===== src/rtl/serial_adder_if.sv =====
// Handshake and operand/result bundle between a requester and the
// bit-serial adder controller.
interface serial_adder_if #(
    parameter int WIDTH = 8
);
    logic             start;
    logic [WIDTH-1:0] a;
    logic [WIDTH-1:0] b;
    logic             cin;
    logic             busy;
    logic             done;
    logic [WIDTH-1:0] sum;
    logic             cout;

    // Requester side: drives operands and the start request.
    modport master (
        output start, a, b, cin,
        input  busy, done, sum, cout
    );

    // Adder side: consumes operands, reports status and result.
    modport slave (
        input  start, a, b, cin,
        output busy, done, sum, cout
    );
endinterface


===== src/rtl/serial_adder_ctrl.sv =====
// Bit-serial adder controller: one full adder reused across WIDTH bits,
// LSB first, one bit per clock, bracketed by a start/busy/done handshake.
module serial_adder_ctrl #(
    parameter int WIDTH = 8
) (
    input  logic          clk,
    input  logic          rst_n,
    serial_adder_if.slave bus
);
    // Counter only needs to reach WIDTH-1; keep at least one bit for WIDTH=1.
    localparam int CW = (WIDTH > 1) ? $clog2(WIDTH) : 1;
    localparam logic [CW-1:0] LAST = CW'(WIDTH - 1);

    typedef enum logic [1:0] {
        IDLE = 2'd0,
        RUN  = 2'd1,
        DONE = 2'd2
    } state_t;

    state_t           state_reg;
    logic [WIDTH-1:0] a_sr_reg;
    logic [WIDTH-1:0] b_sr_reg;
    logic [WIDTH-1:0] res_sr_reg;
    logic [WIDTH-1:0] sum_reg;
    logic             carry_reg;
    logic             cout_reg;
    logic             busy_reg;
    logic             done_reg;
    logic [CW-1:0]    cnt_reg;

    logic             sum_bit;
    logic             carry_next;
    logic [WIDTH-1:0] res_next;

    // The single shared full adder, fed by the operand LSBs and carry.
    assign sum_bit    = a_sr_reg[0] ^ b_sr_reg[0] ^ carry_reg;
    assign carry_next = (a_sr_reg[0] & b_sr_reg[0]) |
                        ((a_sr_reg[0] ^ b_sr_reg[0]) & carry_reg);

    // New sum bit enters at the MSB so that after WIDTH shifts the LSB
    // computed first has reached bit 0.
    generate
        if (WIDTH == 1) begin : g_res_w1
            assign res_next = sum_bit;
        end else begin : g_res_wn
            assign res_next = {sum_bit, res_sr_reg[WIDTH-1:1]};
        end
    endgenerate

    // Control FSM together with the datapath registers and registered outputs.
    always_ff @(posedge clk or negedge rst_n) begin
        if (!rst_n) begin
            state_reg  <= IDLE;
            a_sr_reg   <= '0;
            b_sr_reg   <= '0;
            res_sr_reg <= '0;
            sum_reg    <= '0;
            carry_reg  <= 1'b0;
            cout_reg   <= 1'b0;
            busy_reg   <= 1'b0;
            done_reg   <= 1'b0;
            cnt_reg    <= '0;
        end else begin
            case (state_reg)
                IDLE: begin
                    if (bus.start) begin
                        a_sr_reg   <= bus.a;
                        b_sr_reg   <= bus.b;
                        carry_reg  <= bus.cin;
                        res_sr_reg <= '0;
                        cnt_reg    <= '0;
                        busy_reg   <= 1'b1;
                        state_reg  <= RUN;
                    end
                end
                RUN: begin
                    res_sr_reg <= res_next;
                    a_sr_reg   <= a_sr_reg >> 1;
                    b_sr_reg   <= b_sr_reg >> 1;
                    carry_reg  <= carry_next;
                    cnt_reg    <= cnt_reg + 1'b1;
                    if (cnt_reg == LAST) begin
                        // Result is published only here, so sum/cout hold
                        // steady through any later RUN.
                        sum_reg   <= res_next;
                        cout_reg  <= carry_next;
                        busy_reg  <= 1'b0;
                        done_reg  <= 1'b1;
                        state_reg <= DONE;
                    end
                end
                DONE: begin
                    done_reg  <= 1'b0;
                    state_reg <= IDLE;
                end
                default: begin
                    busy_reg  <= 1'b0;
                    done_reg  <= 1'b0;
                    state_reg <= IDLE;
                end
            endcase
        end
    end

    assign bus.busy = busy_reg;
    assign bus.done = done_reg;
    assign bus.sum  = sum_reg;
    assign bus.cout = cout_reg;
endmodule


===== src/flat_wrapper.sv =====
// flat-port wrapper written by rule: the top's interface ports become plain ports
module serial_adder_ctrl_flat 
#(
    parameter int WIDTH = 8
)
  (clk, rst_n, bus_start, bus_a, bus_b, bus_cin, bus_busy, bus_done, bus_sum, bus_cout);
  serial_adder_if #(.WIDTH(WIDTH)) bus_i ();
  input  logic clk;
  input  logic rst_n;
  input wire logic [$bits(bus_i.start)-1:0] bus_start;
  input wire logic [$bits(bus_i.a)-1:0] bus_a;
  input wire logic [$bits(bus_i.b)-1:0] bus_b;
  input wire logic [$bits(bus_i.cin)-1:0] bus_cin;
  output wire logic [$bits(bus_i.busy)-1:0] bus_busy;
  output wire logic [$bits(bus_i.done)-1:0] bus_done;
  output wire logic [$bits(bus_i.sum)-1:0] bus_sum;
  output wire logic [$bits(bus_i.cout)-1:0] bus_cout;
  assign bus_i.start = bus_start;
  assign bus_i.a = bus_a;
  assign bus_i.b = bus_b;
  assign bus_i.cin = bus_cin;
  assign bus_busy = bus_i.busy;
  assign bus_done = bus_i.done;
  assign bus_sum = bus_i.sum;
  assign bus_cout = bus_i.cout;
  serial_adder_ctrl #(.WIDTH(WIDTH)) u_core (.clk(clk), .rst_n(rst_n), .bus(bus_i));
endmodule

===== config.mk =====
export PLATFORM = sky130hd
export DESIGN_NAME = serial_adder_ctrl_flat
export DESIGN_NICKNAME = d
export VERILOG_FILES = /design/src/rtl/serial_adder_if.sv /design/src/rtl/serial_adder_ctrl.sv /design/src/flat_wrapper.sv
export SDC_FILE = /design/constraint.sdc
export NUM_CORES = 1
export LEC_CHECK = 0
export BUFFER_PORTS_ARGS = -buffer_cell sky130_fd_sc_hd__buf_2
export CELL_PAD_IN_SITES_DETAIL_PLACEMENT = 0
export CELL_PAD_IN_SITES_GLOBAL_PLACEMENT = 1
export CORE_MARGIN = 2
export CORE_UTILIZATION = 43
export DETAILED_ROUTE_END_ITERATION = 10
export GPL_TIMING_DRIVEN = 0
export PLACE_DENSITY = 0.88
export SLEW_MARGIN = 20
export SYNTH_ARGS = -nofsm -noshare
export SYNTH_HDL_FRONTEND = slang
export SYNTH_SLANG_ARGS = --single-unit

===== constraint.sdc =====
create_clock -name clk -period 1.65 [get_ports clk]
set_input_delay 0.4125 -clock clk [delete_from_list [all_inputs] [get_ports clk]]
set_output_delay 0.4125 -clock clk [all_outputs]
set_load 0.01 [all_outputs]

; Word level (Yosys, flattened, before mapping)
; Index checks and enable logic that the tools add are counted.
[word_totals]
regBits = 41
elab_cells = 48
[classes]
n_addsub = 1
eq_ne = 5
muxes = 18
n_bitwise = 7
reduce_logical = 7
[ops]
columns = cell, n
row1 = $pmux 8 s2, 3
row2 = $mux 8, 3
row3 = $reduce_and 2->1, 4
row4 = $pmux 3 s2, 1
row5 = $mux 1, 4
row6 = $mux 2, 2
row7 = $pmux 1 s2, 2
row8 = $pmux 2 s2, 1
row9 = $add 3x1->3 const B, 1
row10 = $eq 3x3->1 const B, 1
row11 = $mux 3, 1
row12 = $pmux 1 s3, 1
row13 = $reduce_and 3->1, 1
row14 = $and 1x1->1, 2
row15 = $eq 2x1->1 const B, 1
row16 = $eq 2x2->1 const B, 1
row17 = $logic_not 2->1, 1
row18 = $ne 2x1->1 const B, 1
row19 = $ne 2x2->1 const B, 1
row20 = $not 1->1, 2
row21 = $reduce_bool 2->1, 1
row22 = $xor 1x1->1, 2
row23 = $or 1x1->1, 1

; Logic depth before layout (Yosys ltp)
; Gate-level depths: netlist (run 1).
[logic_depth]
word_depth = 4
ltp_mapped = 5

; Worst setup path after synthesis (run 1)
; No wires, ideal clock.
[synth_path]
path_type = reg-to-reg
startpoint = register u_core.cnt_reg[0]
endpoint = register u_core.cout_reg, in the netlist u_core.bus.cout
arrival_ns = 1.247
required_ns = 1.525
slack_ns = 0.279
path_stages_with_launch = 5
n_path_buf = 0
period_less_slack_ns = 1.371
path_cell_list = dfrtp_1 ha_1 ha_1 nand2_4 mux2_2
[synth_via]
elab_chain_len = 2
[synth_rtl]
columns = item, line_no
row1 = from (decl), serial_adder_ctrl.sv:29  ; logic [CW-1:0] cnt_reg;
row2 = from (signal assigned), serial_adder_ctrl.sv:81  ; cnt_reg <= cnt_reg + 1'b1;
row3 = $eq 3x3->1, serial_adder_ctrl.sv:82  ; if (cnt_reg == LAST) begin
row4 = $reduce_and 2->1 (no line), --
row5 = to (signal assigned), serial_adder_ctrl.sv:86  ; cout_reg <= carry_next;
row6 = to (decl), serial_adder_ctrl.sv:26  ; logic cout_reg;
; No other way between the ends.
; A chain may end at the register's enable or synchronous reset.

; Final worst setup path (run 1)
; Ends and elaborated chain as after synthesis.

==> flow_summary.ini, run 1 <==
[logic_synthesis]
synth-seq-cells = 40
syn_inst = 141
ys_warn_count = 0
synth_nets = 164
async_reset_ff_frac = 1.00
synth_area_um2 = 1720
yosysUniqueCellTypes = 27
ys.flop_type = dfrtp_1
synth_edf_count = 0
synth_area_per_cell_um2 = 12.2
yosysSeqAreaShare = 0.582

[setup_path]
cp.required_ns = 1.83
critPathLaunchType = register
cp_slowest_cell = dfrtp_1
crit_chain = ha_1 -> ha_1 -> nand2_4 -> mux2_2
cpPeakStageDelay_ns = 0.41
critPathKind = reg -> reg
endpoint_kind = register
crit_top_cell = ha_1
worstPathMaxFanout = 10
worstPathArrival_ns = 1.68

[final_layout]
layout_commonest_cell = dfrtp_1
drive_gt1_frac = 0.369
n_fill_cell = 350
fin_nets = 201
final_cell_mix = 40 x dfrtp_1, 33 x buf_2, 25 x nor2_1, 11 x a22o_1, 11 x nor3_1
area_growth_pct = 17.9
diodes = 0

[floorplanning]
rows = 22
start_util = 0.460
die_height_um = 67.3
core_um2 = 3740
die_w_um = 67.3
io_pins = 31
die-area_um2 = 4520

[clock_tree]
cts_sinks = 40
hold_buffers = 0
clock_latency_ns = 0.30
post_cts_resized = 0
cts_tree = yes
clk_pin_slew_worst_paths_ns = 0.08
clock-root-buffer = clkbuf_8
cts_max_level = 2
post_cts_buffers = 0
cts_inserted_buffers = 5
clk_path_buf_depth = 2

[grt]
grt_pass1_vias = 1238
overflow = 0
grt_max_degree = 41
grt_first_pass_wirelength_um = 5950
antenna_found_initial = 0
track_usage = 0.179

[pwr]
powerDensity_nw_per_um2 = 1880
ir_worst_vdd_mv = 0.681
internal_power_w = 0.00251
p_sw_w = 0.00131
comb_power_share = 0.381
p_leak_nw = 0.953
p_sw_frac = 0.343
seq_power_share = 0.441
pwr-share-clk = 0.178

[outcome]
status = finished, final reports clean

[timing]
finalSetupViolCount = 0
fin_crit_ns = 1.50
max_freq_mhz = 667
timing.final.crit_share = 0.909
slew_violations = 0
holdWs_ns = 0.233
maxSlewHeadroom = 0.423
fin_skew_ns = 0.00752
setup-tns-final_ns = 0
grt_setup_unrepaired = false
hold_viol = 0
tightestPinTransition_ns = 0.865

[placement]
gp_congestion = 0.769
io_buffers = 30
hpwl_um = 2360

[detailed_routing]
dr.pass1.iters = 4
drt-wirelength-per-cell_um = 14.7
drc = 0
avgViaCountPerCell = 5.38
finalWirelength_um = 3350
detail-route-antenna-nets = 0
drtIter0Drc = 74
dr_total_vias = 1221

[hold_path]
hp-class = in -> async

[job]
cap_violations = 0
[final cells by class]
cell class | instances | area (um2) | share of cell area
plain buffers | 9 | 60.1 | 0.0296
repair buffers | 30 | 150 | 0.0740
clock buffers | 6 | 82.6 | 0.0407
multi-input cells | 90 | 652 | 0.321
flip-flops and latches | 40 | 1000 | 0.494
clock inverters | 2 | 15.0 | 0.00740
well taps | 48 | 60.1 | 0.0296
inverters | 2 | 7.51 | 0.00370
[metal layers]
layer | GRT usage | wire length [um] | vias to the layer above
li1 | - | - | 586
met1 | 0.246 | 1530 | 600
met2 | 0.267 | 1580 | 30
met3 | 0.0500 | 164 | 5
met4 | 0.0765 | 66 | 0
met5 | 0 | 0 | -
[metrics by stage]
step	area [um2]	cells	total power [W]	util	worst slack, ns
2_1_floorplan	1720	141	0.00272	-	0.279
3_3_place_gp	1930	219	0.00307	0.516	0.201
3_5_place_dp	1930	219	0.00317	0.516	0.172
4_1_cts	2030	227	0.00386	0.542	0.145
5_1_grt	2030	227	0.00411	0.542	0.0869
6_report	2030	227	0.00381	0.542	0.150
[worst paths after layout]
kind	start	endpoint	slack, ns	depth (start not counted)
max in group asynchronous	rst_n	u_core.a_sr_reg[4]	0.88	1
hold / removal	rst_n	u_core.bus.done	0.23	1
hold reg to reg	u_core.bus.sum[4]	u_core.bus.sum[4]	0.50	1
setup / recovery	u_core.cnt_reg[0]	u_core.bus.cout	0.15	4
setup reg to reg	u_core.cnt_reg[0]	u_core.bus.cout	0.15	4
min in group clk	bus_a[7]	u_core.a_sr_reg[7]	0.34	2
[cell usage after synthesis (all sizes together), types with 4 or more instances]
library cell | number | area share
nand3b | 4 | 0.017
a211oi | 11 | 0.060
dfrtp | 40 | 0.58
nor3 | 11 | 0.032
a22o | 11 | 0.056
nor2 | 25 | 0.055
o221a | 4 | 0.026
buf | 8 | 0.033
mux2 | 9 | 0.059
[logic make-up (layout without fill, tap and decap cells)]
group,count (synthesis),in the layout,synth area share
flip-flops,40,40,0.582
AND/OR/NAND/NOR,45,45,0.125
buffers and inverters,11,49,0.0393
adder cells (fa/ha/maj),3,3,0.0262
multiplexers,9,9,0.0589
AO/OA/AOI/OAI,33,33,0.169
[worst max-delay path, delay by kind of cell (launching register included)]
family | cells | cell delay [ns]
muxes | 1 | 0.35
DFF | 1 | 0.41
adders and majority gates | 2 | 0.46
and+or+nand+nor | 1 | 0.16
[power groups by stage]
stage / clock network (W) / registers (W) / logic (W)
2_1_floorplan: 0 / 0.00169 / 0.00103
3_3_place_gp: 0 / 0.00167 / 0.00140
3_5_place_dp: 0 / 0.00170 / 0.00147
4_1_cts: 0.000699 / 0.00168 / 0.00148
5_1_grt: 0.000746 / 0.00174 / 0.00163
6_report: 0.000679 / 0.00168 / 0.00145
No activity file was read; power rests on OpenSTA's default activity.
==> run 2: changes to the inputs <==
Settings changed: CORE_ASPECT_RATIO from default to 0.6.
==> run 2 against run 1 <==
Effect of this change:
- flip-flop and latch count is the same
- combinational power is essentially flat
- maximum frequency shrank 0.51%
- count of clock-buffer cells in the layout is the same
- critical path type unchanged
- largest power group unchanged
- highest routed layer unchanged
==> flow_summary.ini, run 2 (synthesis gave the netlist of run 1 again) <==
[clock_tree]
cts_tree = yes
cts_inserted_buffers = 5
post_cts_resized = 0
hold_buffers = 0
post_cts_buffers = 0
cts_max_level = 2
clock_latency_ns = 0.28
clk_path_buf_depth = 2
clock-root-buffer = clkbuf_8
clk_pin_slew_worst_paths_ns = 0.08
cts_sinks = 40

[floorplanning]
start_util = 0.460
die_height_um = 53.0
die_w_um = 85.7
die-area_um2 = 4540
io_pins = 31
rows = 17
core_um2 = 3740

[final_layout]
drive_gt1_frac = 0.363
area_growth_pct = 18.4
diodes = 0
fin_nets = 201
n_fill_cell = 319
layout_commonest_cell = dfrtp_1
final_cell_area_um2 = 2040
final_cell_mix = 40 x dfrtp_1, 33 x buf_2, 25 x nor2_1, 11 x a22o_1, 11 x nor3_1

[pwr]
powerDensity_nw_per_um2 = 1920
total_power_w = 0.00391
ir_worst_vdd_mv = 0.683
p_leak_nw = 0.965

[setup_path]
critPathLaunchType = register
timing.rr.end = u_core.bus.sum[3]
critPathKind = reg -> reg
worstReg2RegStart = u_core.cnt_reg[0]
r2r_slack_ns = 0.14
r2r_cells = 4
endpoint_kind = register
worstPathArrival_ns = 1.68
worstPathMaxFanout = 10
cp.required_ns = 1.82

[placement]
io_buffers = 30
gp_congestion = 0.812
hpwl_um = 2490
dp_slack_ns = 0.147
dpl-instance-area_um2 = 1930

[detailed_routing]
drt-wirelength-per-cell_um = 15.3
drc = 0
dr_total_vias = 1224
drtIter0Drc = 94
finalWirelength_um = 3450
avgViaCountPerCell = 5.42
dr.pass1.iters = 4
detail-route-antenna-nets = 0

[timing]
slew_violations = 0
fin_skew_ns = 0.00303
holdWs_ns = 0.244
fin_crit_ns = 1.51
setup-tns-final_ns = 0
max_freq_mhz = 663
layout_setup_ws_ns = 0.142
tightestPinTransition_ns = 0.878
maxSlewHeadroom = 0.415
finalSetupViolCount = 0
timing.final.crit_share = 0.914
grt_setup_unrepaired = false
hold_viol = 0

[job]
cap_violations = 0

[grt]
overflow = 0
grt_pass1_vias = 1192
track_usage = 0.170
grt_max_degree = 41
antenna_found_initial = 0
grt_first_pass_wirelength_um = 5870

[hold_path]
hp-class = in -> async

[outcome]
status = finished, final reports clean
-- run 2: critical path, cell delays in order (launching register included) --
cell and delay, ns:
dfrtp_1 0.40, ha_1 0.21, ha_1 0.26, nand2_4 0.17
mux2_2 0.35
-- run 2: per-stage QoR --
| step | instances | util |
|---|---|---|
| global route | 226 | 0.544 |
| CTS | 226 | 0.544 |
| finish | 226 | 0.544 |
| floorplan | 141 | - |
| global placement | 218 | 0.515 |
| detailed placement | 218 | 0.515 |
-- run 2: area by class of cell --
type                       count  area [um2]  area share
sequential                    40        1000       0.491
multi-input combinational     90         652       0.320
timing repair buffer          30         150      0.0737
clock buffer                   6        72.6      0.0356
buffer                         9        60.1      0.0295
tap                           47        58.8      0.0289
clock inverter                 2        35.0      0.0172
inverter                       2        7.51     0.00369
-- run 2: worst max-delay path by stage --
stage,from,end,slack (ns),cells past startpoint
6_report,u_core.cnt_reg[0],u_core.bus.sum[3],0.14,4
5_1_grt,u_core.cnt_reg[0],u_core.bus.sum[6],0.07,4
4_1_cts,u_core.cnt_reg[0],u_core.bus.sum[3],0.11,4
3_5_place_dp,u_core.cnt_reg[0],u_core.bus.sum[3],0.15,4
3_3_place_gp,u_core.cnt_reg[0],u_core.bus.sum[1],0.18,4
2_1_floorplan,u_core.cnt_reg[0],u_core.bus.cout,0.28,4
-- run 2: power breakdown --
group | internal [W] | leakage (nW) | switching, W
sequential | 0.00142 | 0.488 | 0.000251
clock | 0.000449 | 0.0552 | 0.000325
combinational | 0.000747 | 0.422 | 0.000712
total | 0.00262 | 0.965 | 0.00129
-- run 2: layer usage --
metal,vias up,routed length [um],part of all wire,GRT usage
met2,33,1480,0.43,0.242
met4,0,29,0.0084,0.0556
li1,584,-,-,-
met1,602,1740,0.50,0.251
met5,-,0,0,0
met3,5,206,0.060,0.0452
==> run 3: changes to the inputs <==
Settings changed: CAP_MARGIN from default to 15, CORE_UTILIZATION 43 to 45, CTS_BUF_LIST from default to sky130_fd_sc_hd__clkbuf_4, PLACE_DENSITY 0.88 to 0.91.
==> run 3 against run 2 <==
Effect of this change:
- global-route usage rose by 0.88 points
- worst setup slack lost 0.015 ns
- core utilization fell by 0.14 points
- sequential power is essentially flat
- clock power is 35% lower
- clock skew up 0.012 ns
- combinational power about the same
- cell count is the same
- sequential share of layout area increased by 1.3 points
- critical endpoint is now u_core.bus.sum[1]
==> flow_summary.ini, run 3 (synthesis gave the netlist of run 1 again) <==
[detailed_routing]
drtIter0Drc = 84
detail-route-antenna-nets = 0
drc = 0
finalWirelength_um = 3520
avgViaCountPerCell = 5.38
drt-wirelength-per-cell_um = 15.6
dr_total_vias = 1216
dr.pass1.iters = 4

[grt]
track_usage = 0.179
grt_pass1_vias = 1181
grt_first_pass_wirelength_um = 5890
overflow = 0
grt_max_degree = 41
antenna_found_initial = 0

[timing]
fin_crit_ns = 1.52
timing.final.crit_share = 0.923
fin_skew_ns = 0.0153
grt_setup_unrepaired = false
max_freq_mhz = 657
setup-tns-final_ns = 0
finalSetupViolCount = 0
hold_viol = 0
tightestPinTransition_ns = 0.858
maxSlewHeadroom = 0.428
slew_violations = 0

[final_layout]
drive_gt1_frac = 0.369
final_cell_mix = 40 x dfrtp_1, 33 x buf_2, 25 x nor2_1, 11 x a22o_1, 11 x nor3_1
ff_latch_area_um2 = 1000
area_growth_pct = 15.4
diodes = 0
fin_nets = 201
final_cell_area_um2 = 1990
multi_input_area_um2 = 652
fin_util = 0.543
layout_commonest_cell = dfrtp_1
n_fill_cell = 332

[hold_path]
hp-class = in -> async

[clock_tree]
cts_sinks = 40
cts_tree = yes
clock-root-buffer = clkbuf_4
clk_path_buf_depth = 2
cts_max_level = 2
clk_pin_slew_worst_paths_ns = 0.12
hold_buffers = 0
clock_latency_ns = 0.36
post_cts_buffers = 0
post_cts_resized = 0
cts_inserted_buffers = 5

[pwr]
pwr-share-clk = 0.138
seq_power_share = 0.462
p_sw_w = 0.00131
comb_power_share = 0.400
internal_power_w = 0.00233
p_sw_frac = 0.360
powerDensity_nw_per_um2 = 1830
p_leak_nw = 0.945
ir_worst_vdd_mv = 0.569

[placement]
io_buffers = 30
dpl-instance-area_um2 = 1930
hpwl_um = 2550
gp_congestion = 0.800

[setup_path]
crit_chain = ha_1 -> ha_1 -> nand2_4 -> mux2_2
endpoint_kind = register
worstPathArrival_ns = 1.77
cp_top_family = adder cells
critPathLaunchType = register
worstPathMaxFanout = 10
cp_slowest_cell = dfrtp_1
cp.buffers_inverters = 0
crit_top_cell = ha_1
cp.required_ns = 1.90
critPathKind = reg -> reg
cpPeakStageDelay_ns = 0.43

[floorplanning]
rows = 17
start_util = 0.470
die_w_um = 83.8
core_um2 = 3660
die_height_um = 51.9
die-area_um2 = 4350
io_pins = 31

[outcome]
status = finished, final reports clean

[job]
cap_violations = 0
-- run 3: cell types whose count changed in the layout (fill, tap and decap cells not counted), sizes merged --
| cell | before | now |
|---|---|---|
| clkinv | 1 | 3 |
| bufinv | 1 | 0 |
| clkbuf | 7 | 6 |
-- run 3: routing by layer --
layer	GRT usage	wire, um	vias to the layer above
met5	0	0	-
met4	0.0726	61	0
met3	0.0429	152	7
met2	0.271	1560	23
met1	0.253	1750	605
li1	-	-	581
-- run 3: area by class of cell --
class | instances | area share
Clock inverter | 3 | 0.00945
Inverter | 2 | 0.00378
Multi-Input combinational cell | 90 | 0.328
Sequential cell | 40 | 0.504
Buffer | 9 | 0.0302
Tap cell | 47 | 0.0296
Timing Repair Buffer | 30 | 0.0756
Clock buffer | 5 | 0.0189
-- run 3: worst paths after layout --
path                                         to  slack, ns              start  cells past startpoint
max in group asynchronous   u_core.state_reg[0]       0.96              rst_n                      1
hold reg to reg                 u_core.bus.done       0.51    u_core.bus.done                      2
setup / recovery              u_core.bus.sum[1]       0.13  u_core.cnt_reg[0]                      4
min in group clk             u_core.a_sr_reg[7]       0.28           bus_a[7]                      2
setup reg to reg              u_core.bus.sum[1]       0.13  u_core.cnt_reg[0]                      4
hold / removal             u_core.res_sr_reg[3]       0.16              rst_n                      1
-- run 3: power by group through the flow --
| stage | clock [W] | combinational (W) | sequential (W) |
|---|---|---|---|
| after floorplan | 0 | 0.00103 | 0.00169 |
| after global placement | 0 | 0.00142 | 0.00167 |
| after detailed placement | 0 | 0.00147 | 0.00170 |
| after CTS | 0.000509 | 0.00148 | 0.00168 |
| after global routing | 0.000545 | 0.00161 | 0.00173 |
| final | 0.000503 | 0.00145 | 0.00168 |
-- run 3: through the flow --
stage | cells | hold WS (ns) | setup slack [ns] | total power [W]
final | 226 | 0.161 | 0.128 | 0.00363
after global routing | 226 | 0.219 | 0.0397 | 0.00388
after CTS | 226 | 0.176 | 0.109 | 0.00366
after detailed placement | 218 | 0.487 | 0.146 | 0.00317
after global placement | 218 | 0.484 | 0.186 | 0.00309
after floorplan | 141 | 0.117 | 0.279 | 0.00272
